<file path="src/rtl/keypad_pkg.sv">
// Shared keypad definitions: key codes, matrix key map and scan FSM states.
// The calculator core imports the same key code constants.
package keypad_pkg;

  localparam logic [3:0] KEY_PLUS  = 4'hA;
  localparam logic [3:0] KEY_MINUS = 4'hB;
  localparam logic [3:0] KEY_MUL   = 4'hC;
  localparam logic [3:0] KEY_DIV   = 4'hD;
  localparam logic [3:0] KEY_CLR   = 4'hE;
  localparam logic [3:0] KEY_DP    = 4'hF;

  // Nibble {row,col} holds the code; row0 = 1 2 3 A ... row3 = F 0 E D
  localparam logic [63:0] KEYMAP = 64'hDE0F_C987_B654_A321;

  typedef enum logic [1:0] {
    ST_SCAN,
    ST_DEB_PRESS,
    ST_HELD,
    ST_DEB_RELEASE
  } kp_state_e;

  function automatic logic one_low(input logic [3:0] r);
    logic [3:0] n;
    n = ~r;
    return (n != 4'd0) && ((n & (n - 4'd1)) == 4'd0);
  endfunction

  function automatic logic [1:0] low_idx(input logic [3:0] r);
    logic [1:0] idx;
    idx = 2'd0;
    unique case (1'b1)
      (r == 4'b1110): idx = 2'd0;
      (r == 4'b1101): idx = 2'd1;
      (r == 4'b1011): idx = 2'd2;
      (r == 4'b0111): idx = 2'd3;
      default:        idx = 2'd0;
    endcase
    return idx;
  endfunction

  function automatic logic [3:0] key_lookup(
    input logic [1:0] row,
    input logic [1:0] col
  );
    return KEYMAP[{row, col, 2'b00} +: 4];
  endfunction

endpackage

</file>
<file path="src/rtl/keypad_event_queue_fifo.sv">
// Small circular queue of key codes with a registered head entry.
// Pointers carry one extra bit so full and empty differ by the MSB.
module key_fifo #(
  parameter int DEPTH = 4,
  parameter int WIDTH = 4
) (
  input  logic             clk,
  input  logic             rst_n,
  input  logic             push,
  input  logic [WIDTH-1:0] wdata,
  input  logic             pop,
  output logic [WIDTH-1:0] head,
  output logic             valid,
  output logic             full,
  output logic             empty
);

  localparam int AW = $clog2(DEPTH);

  logic [WIDTH-1:0] mem [DEPTH];
  logic [AW:0]      wr_ptr;
  logic [AW:0]      rd_ptr;
  logic [AW:0]      wr_nxt;
  logic [AW:0]      rd_nxt;
  logic             do_push;
  logic             do_pop;
  logic             valid_nxt;
  logic [WIDTH-1:0] head_nxt;

  assign empty = (wr_ptr == rd_ptr);
  assign full  = (wr_ptr[AW] != rd_ptr[AW]) &&
                 (wr_ptr[AW-1:0] == rd_ptr[AW-1:0]);

  assign do_pop  = pop && !empty;
  assign do_push = push && (!full || do_pop);

  assign wr_nxt = wr_ptr + (AW+1)'(do_push);
  assign rd_nxt = rd_ptr + (AW+1)'(do_pop);

  assign valid_nxt = (wr_nxt != rd_nxt);

  // The next head may be the slot being written in this very cycle
  always_comb begin
    head_nxt = mem[rd_nxt[AW-1:0]];
    if (do_push && (rd_nxt[AW-1:0] == wr_ptr[AW-1:0]))
      head_nxt = wdata;
  end

  always_ff @(posedge clk) begin
    if (do_push)
      mem[wr_ptr[AW-1:0]] <= wdata;
  end

  always_ff @(posedge clk or negedge rst_n) begin
    if (!rst_n) begin
      wr_ptr <= '0;
      rd_ptr <= '0;
      head   <= '0;
      valid  <= 1'b0;
    end else begin
      wr_ptr <= wr_nxt;
      rd_ptr <= rd_nxt;
      valid  <= valid_nxt;
      if (valid_nxt)
        head <= head_nxt;
    end
  end

endmodule

</file>
<file path="src/rtl/keypad_event_queue.sv">
// 4x4 keypad scanner: sync, debounce, encode, and queue key codes
// for the calculator core over a valid/ready handshake.
module keypad_event_queue
  import keypad_pkg::*;
#(
  parameter int SCAN_DIV        = 1000,
  parameter int DEBOUNCE_CYCLES = 20000,
  parameter int FIFO_DEPTH      = 4
) (
  input  logic       clk,
  input  logic       rst_n,
  input  logic [3:0] row_in,
  output logic [3:0] col_out,
  output logic [3:0] key_code,
  output logic       key_valid,
  input  logic       key_ready,
  output logic       drop_pulse,
  output logic       scanning
);

  localparam int SW = $clog2(SCAN_DIV);
  localparam int DW = $clog2(DEBOUNCE_CYCLES);

  // Rows seen within this many cycles of a column change are stale
  localparam logic [SW-1:0] SETTLE   = SW'(3);
  localparam logic [SW-1:0] SCAN_TOP = SW'(SCAN_DIV - 1);
  localparam logic [DW-1:0] DEB_TOP  = DW'(DEBOUNCE_CYCLES - 1);

  logic [3:0]    row_m;
  logic [3:0]    row_s;
  logic [3:0]    cand;
  logic [1:0]    col_idx;
  logic [SW-1:0] scan_cnt;
  logic [DW-1:0] deb_cnt;
  kp_state_e     state;

  logic          deb_done;
  logic          push;
  logic          pop;
  logic [3:0]    push_code;
  logic          fifo_full;
  logic          fifo_empty;

  always_ff @(posedge clk or negedge rst_n) begin
    if (!rst_n) begin
      row_m <= 4'hF;
      row_s <= 4'hF;
    end else begin
      row_m <= row_in;
      row_s <= row_m;
    end
  end

  assign deb_done  = (deb_cnt == DEB_TOP);
  assign push      = (state == ST_DEB_PRESS) &&
                     (row_s == cand) && deb_done;
  assign push_code = key_lookup(low_idx(cand), col_idx);
  assign pop       = key_ready && !fifo_empty;
  assign scanning  = (state == ST_SCAN);

  always_ff @(posedge clk or negedge rst_n) begin
    if (!rst_n) begin
      state      <= ST_SCAN;
      scan_cnt   <= '0;
      deb_cnt    <= '0;
      col_idx    <= 2'd0;
      col_out    <= 4'b1110;
      cand       <= 4'hF;
      drop_pulse <= 1'b0;
    end else begin
      drop_pulse <= push && fifo_full && !pop;
      case (state)
        ST_SCAN: begin
          if ((scan_cnt >= SETTLE) && one_low(row_s)) begin
            cand    <= row_s;
            deb_cnt <= '0;
            state   <= ST_DEB_PRESS;
          end else if (scan_cnt == SCAN_TOP) begin
            scan_cnt <= '0;
            col_idx  <= col_idx + 2'd1;
            col_out  <= {col_out[2:0], col_out[3]};
          end else begin
            scan_cnt <= scan_cnt + SW'(1);
          end
        end
        ST_DEB_PRESS: begin
          if (row_s != cand) begin
            deb_cnt <= '0;
            state   <= ST_SCAN;
          end else if (deb_done) begin
            deb_cnt <= '0;
            state   <= ST_HELD;
          end else begin
            deb_cnt <= deb_cnt + DW'(1);
          end
        end
        ST_HELD: begin
          if (row_s == 4'hF) begin
            deb_cnt <= '0;
            state   <= ST_DEB_RELEASE;
          end
        end
        ST_DEB_RELEASE: begin
          if (row_s != 4'hF) begin
            deb_cnt <= '0;
            state   <= ST_HELD;
          end else if (deb_done) begin
            deb_cnt  <= '0;
            scan_cnt <= '0;
            col_idx  <= col_idx + 2'd1;
            col_out  <= {col_out[2:0], col_out[3]};
            state    <= ST_SCAN;
          end else begin
            deb_cnt <= deb_cnt + DW'(1);
          end
        end
        default: state <= ST_SCAN;
      endcase
    end
  end

  key_fifo #(
    .DEPTH (FIFO_DEPTH),
    .WIDTH (4)
  ) u_fifo (
    .clk   (clk),
    .rst_n (rst_n),
    .push  (push),
    .wdata (push_code),
    .pop   (pop),
    .head  (key_code),
    .valid (key_valid),
    .full  (fifo_full),
    .empty (fifo_empty)
  );

endmodule
</file>
<file path="config.mk">
export PLATFORM = sky130hd
export DESIGN_NAME = keypad_event_queue
export DESIGN_NICKNAME = d
export VERILOG_FILES = /design/src/rtl/keypad_pkg.sv /design/src/rtl/keypad_event_queue_fifo.sv /design/src/rtl/keypad_event_queue.sv
export SDC_FILE = /design/constraint.sdc
export NUM_CORES = 1
export LEC_CHECK = 0
export ABC_AREA = 1
export BUFFER_PORTS_ARGS = -buffer_cell sky130_fd_sc_hd__buf_2
export CAP_MARGIN = 5
export CORE_MARGIN = 4
export CORE_UTILIZATION = 38
export CTS_CLUSTER_DIAMETER = 50
export CTS_CLUSTER_SIZE = 25
export DETAILED_ROUTE_END_ITERATION = 8
export PLACE_DENSITY = 0.62
export SYNTH_ARGS = -nofsm -noshare
export SYNTH_HDL_FRONTEND = slang
export SYNTH_SLANG_ARGS = --single-unit
export TNS_END_PERCENT = 100
</file>
<file path="constraint.sdc">
create_clock -name clk -period 4.2 [get_ports clk]
set_input_delay 0.21 -clock clk [delete_from_list [all_inputs] [get_ports clk]]
set_output_delay 0.21 -clock clk [all_outputs]
set_load 0.02 [all_outputs]
</file>
==> results.md <==
- Status: finished, final reports clean
- Avg Cell Area, Syn: ~7.9 µm²
- Final hold vios: 0
- Final instance area: between 0.004 and 0.005 mm²
- Largest area contributor in the netlist: dfrtp_1
- Num ports: 18
- Dpl cells: 690
- Worst setup SP type: flop
- #FFs+latches synth: 73
- EDFF count, synth: 16
- Critical path buffers and inverters: 2
- Vias in the first global route: 3,456
- Clk slew on worst S/H paths: about 0.06 ns
- Hold_ws: roughly 0.018 ns
- Largest net degree at the start of global routing: 58
- Starting Density: 39.27%
- Critical path's largest stage delay: 0.41 ns
- Die Area: between 0.01 and 0.015 mm²
- Max-cap violations: 0
- Fin Setup TNS: 0 ns
- First-pass GRT wire length: 15.78 mm
- # H-tree levels: 3
- Core Region: ~0.011 mm²
- Hpwl dp: around 6.4 mm
- WP depth: 14
- Most numerous cell in the Yosys netlist: nand2_1
- Mapped Area: ~0.0043 mm²
- Ratio of cells with drive above 1 in the final layout: between 10% and 20%
- Worst Path Max Fanout: 10
- Max Clk Rate: between 300 and 400 MHz
- Via density: roughly 5
- Critical-path cell list: inv_1, ha_1, nand2_1, nor2_1, nand3_2, nor3_4, ha_1, ha_1, xor2_1, xnor2_1, nand2_1, inv_1, nand2_1, nand2_1
- Post-Syn Nets: 566
- Static Leak: 2.324 nW
- WL/cell: 12.58 µm
- Hold Path Class: primary input to async pin
- Routed wire length: approximately 8.9 mm
- TritonRoute pass-1 iters: 4
- Main synth FF type: dfrtp_1
- Antenna Cells: 0
- Area contributors post-synth: dfrtp_1, nand2_1, edfxtp_1, dfstp_2, inv_1
- Top delay family on crit path: simple AND/OR/NAND/NOR gates
- Critical path's slowest cell: dfrtp_1
- Detailed-route DRC error count: 0
- Placed Area: 0.004506 mm²
- # setup viols final: 0
- Worst VDD drop: ~0.34 mV
- Remaining global-route overflow: 0
- Clock Skew: ~0.006 ns
- RSZ-0062 raised after global routing: no
- P&R area growth vs syn: 12.04%
- Via count: 3,512
- CTS tree: yes
- Critical Path End Type: flop
- Root Buffer: clkbuf_16
- CP arrival: 2.99 ns
- Max transition margin: between 50 and 60%
- Measured slew at the worst slew-check pin: about 0.74 ns
- Later-pin clock latency in the skew report: about 0.34 ns
- Power density cells: between 600 and 700 mW/mm²
- Type of the worst setup path: flop to flop
- Tot GR Track Use: approximately 15%
- Crit share post-route: ~65%
- Post-Syn Instances: 543
- Share of the synthesized area in the top cell type: between 20% and 30%
- Chip width: around 110 µm
- Post-Layout Cell Count: 710
- Fin. max-slew vios: 0
- Die height: 114.5 µm
- CTS Sinks: 73
- Reg2reg path depth: 14
- ANT nets after route: 0
- DRT iter0 DRCs: 155
- Row cnt: 38
- Max clock buf depth: 2
- Nets@finish: just under 600
- Synth unique cells: 38
- Register area share after synthesis: approximately 45%
- Data required, critical path: approximately 4.5 ns
- CP most frequent cell: nand2_1
- Tmin final: ~2.7 ns
- Synth cell count leaders: nand2_1, inv_1, nor2_1
- Fillers: 1,080
- Total Power: about 2.9 mW
- Fraction of registers with async set/reset: 78.08%
- IO Port Bufs: 17
- CTS Buf Count: 9
- Antenna violations before repair: 0
- Ys Warns: 0
- Gpl congestion: between 0.8 and 0.9
[path summary, 6_finish.rpt]
check	start	end	slack, ns
min	rst_n	scan_cnt[6]	0.02
max in group asynchronous	rst_n	deb_cnt[12]	3.69
min reg2reg	row_m[0]	row_s[0]	0.35
max reg2reg	state[1]	u_fifo.head[3]	1.49
min in group clk	row_m[0]	row_s[0]	0.35
max	state[1]	u_fifo.head[3]	1.49
[cell families (layout without fill, tap and decap cells)]
group	after synthesis	after routing	synth area share [%]
AND/OR/NAND/NOR	301	301	31.30
adder cells (fa/ha/maj)	16	16	4.642
flip-flops	73	73	44.65
XOR/XNOR	15	15	3.046
AO/OA/AOI/OAI	49	49	7.833
buffers and inverters	89	116	8.529
[sequential cells by signal, summed over array words and instances, names as in the netlist]
signal,count
state,2
col_out,4
u_fifo.mem,16
drop_pulse,1
scan_cnt,10
u_fifo.head,4
deb_cnt,15
u_fifo.wr_ptr,3
row_m,4
col_idx,2
u_fifo.rd_ptr,3
row_s,4
cand,4
u_fifo.valid,1
[metal layers]
metal  wire length [µm]  global-route usage, %  vias up
met5                  0                      0        -
met4                 92                  3.484        0
met3                343                  4.017        8
met2               4126                  23.94       58
met1               4370                  20.10     1648
li1                   -                      -     1798
[through the flow]
stage               utilization, %  setup slack [ns]
floorplan                        -             1.901
global placement             41.02             1.673
detailed placement           41.02             1.525
CTS                          44.00             1.505
global route                 44.00             1.187
finish                       44.00             1.486
[area by class of cell]
class | instances | area [µm²] | area share (%)
multi-input cells | 381 | 2019 | 41.79
flip-flops and latches | 73 | 1926 | 39.85
inverters | 78 | 292.8 | 6.059
clock buffers | 9 | 225.2 | 4.661
well taps | 140 | 175.2 | 3.625
repair buffers | 22 | 132.6 | 2.745
clock inverters | 7 | 61.31 | 1.269
[report_power, final]
part	switching [mW]	leakage [nW]	total [mW]	internal [mW]
clock network	0.325	0.135	0.735	0.410
logic	0.795	1.33	1.17	0.373
registers	0.120	0.855	1.00	0.883
total	1.24	2.32	2.90	1.67
[cells in the final DEF (no fill, tap or decap), types with 8 or more instances in the layout]
cell type / instances
dfstp_2: 15
o21ai_2: 12
clkbuf_16: 9
nor2_1: 45
a21oi_1: 9
inv_1: 68
inv_2: 8
o21ai_1: 8
nand3_1: 43
xor2_1: 14
nand2_1: 164
o21ai_0: 10
dfrtp_1: 42
buf_2: 17
edfxtp_1: 16
ha_1: 16
nand4_1: 24
[what timing repair did]
action / in CTS / in global routing
gates resized for setup: 0 / 0
buffers inserted: 0 / 0
hold endpoints to repair: 4 / 0
hold buffers: 4 / 0
Note: power is estimated with default switching activity, not from simulation.
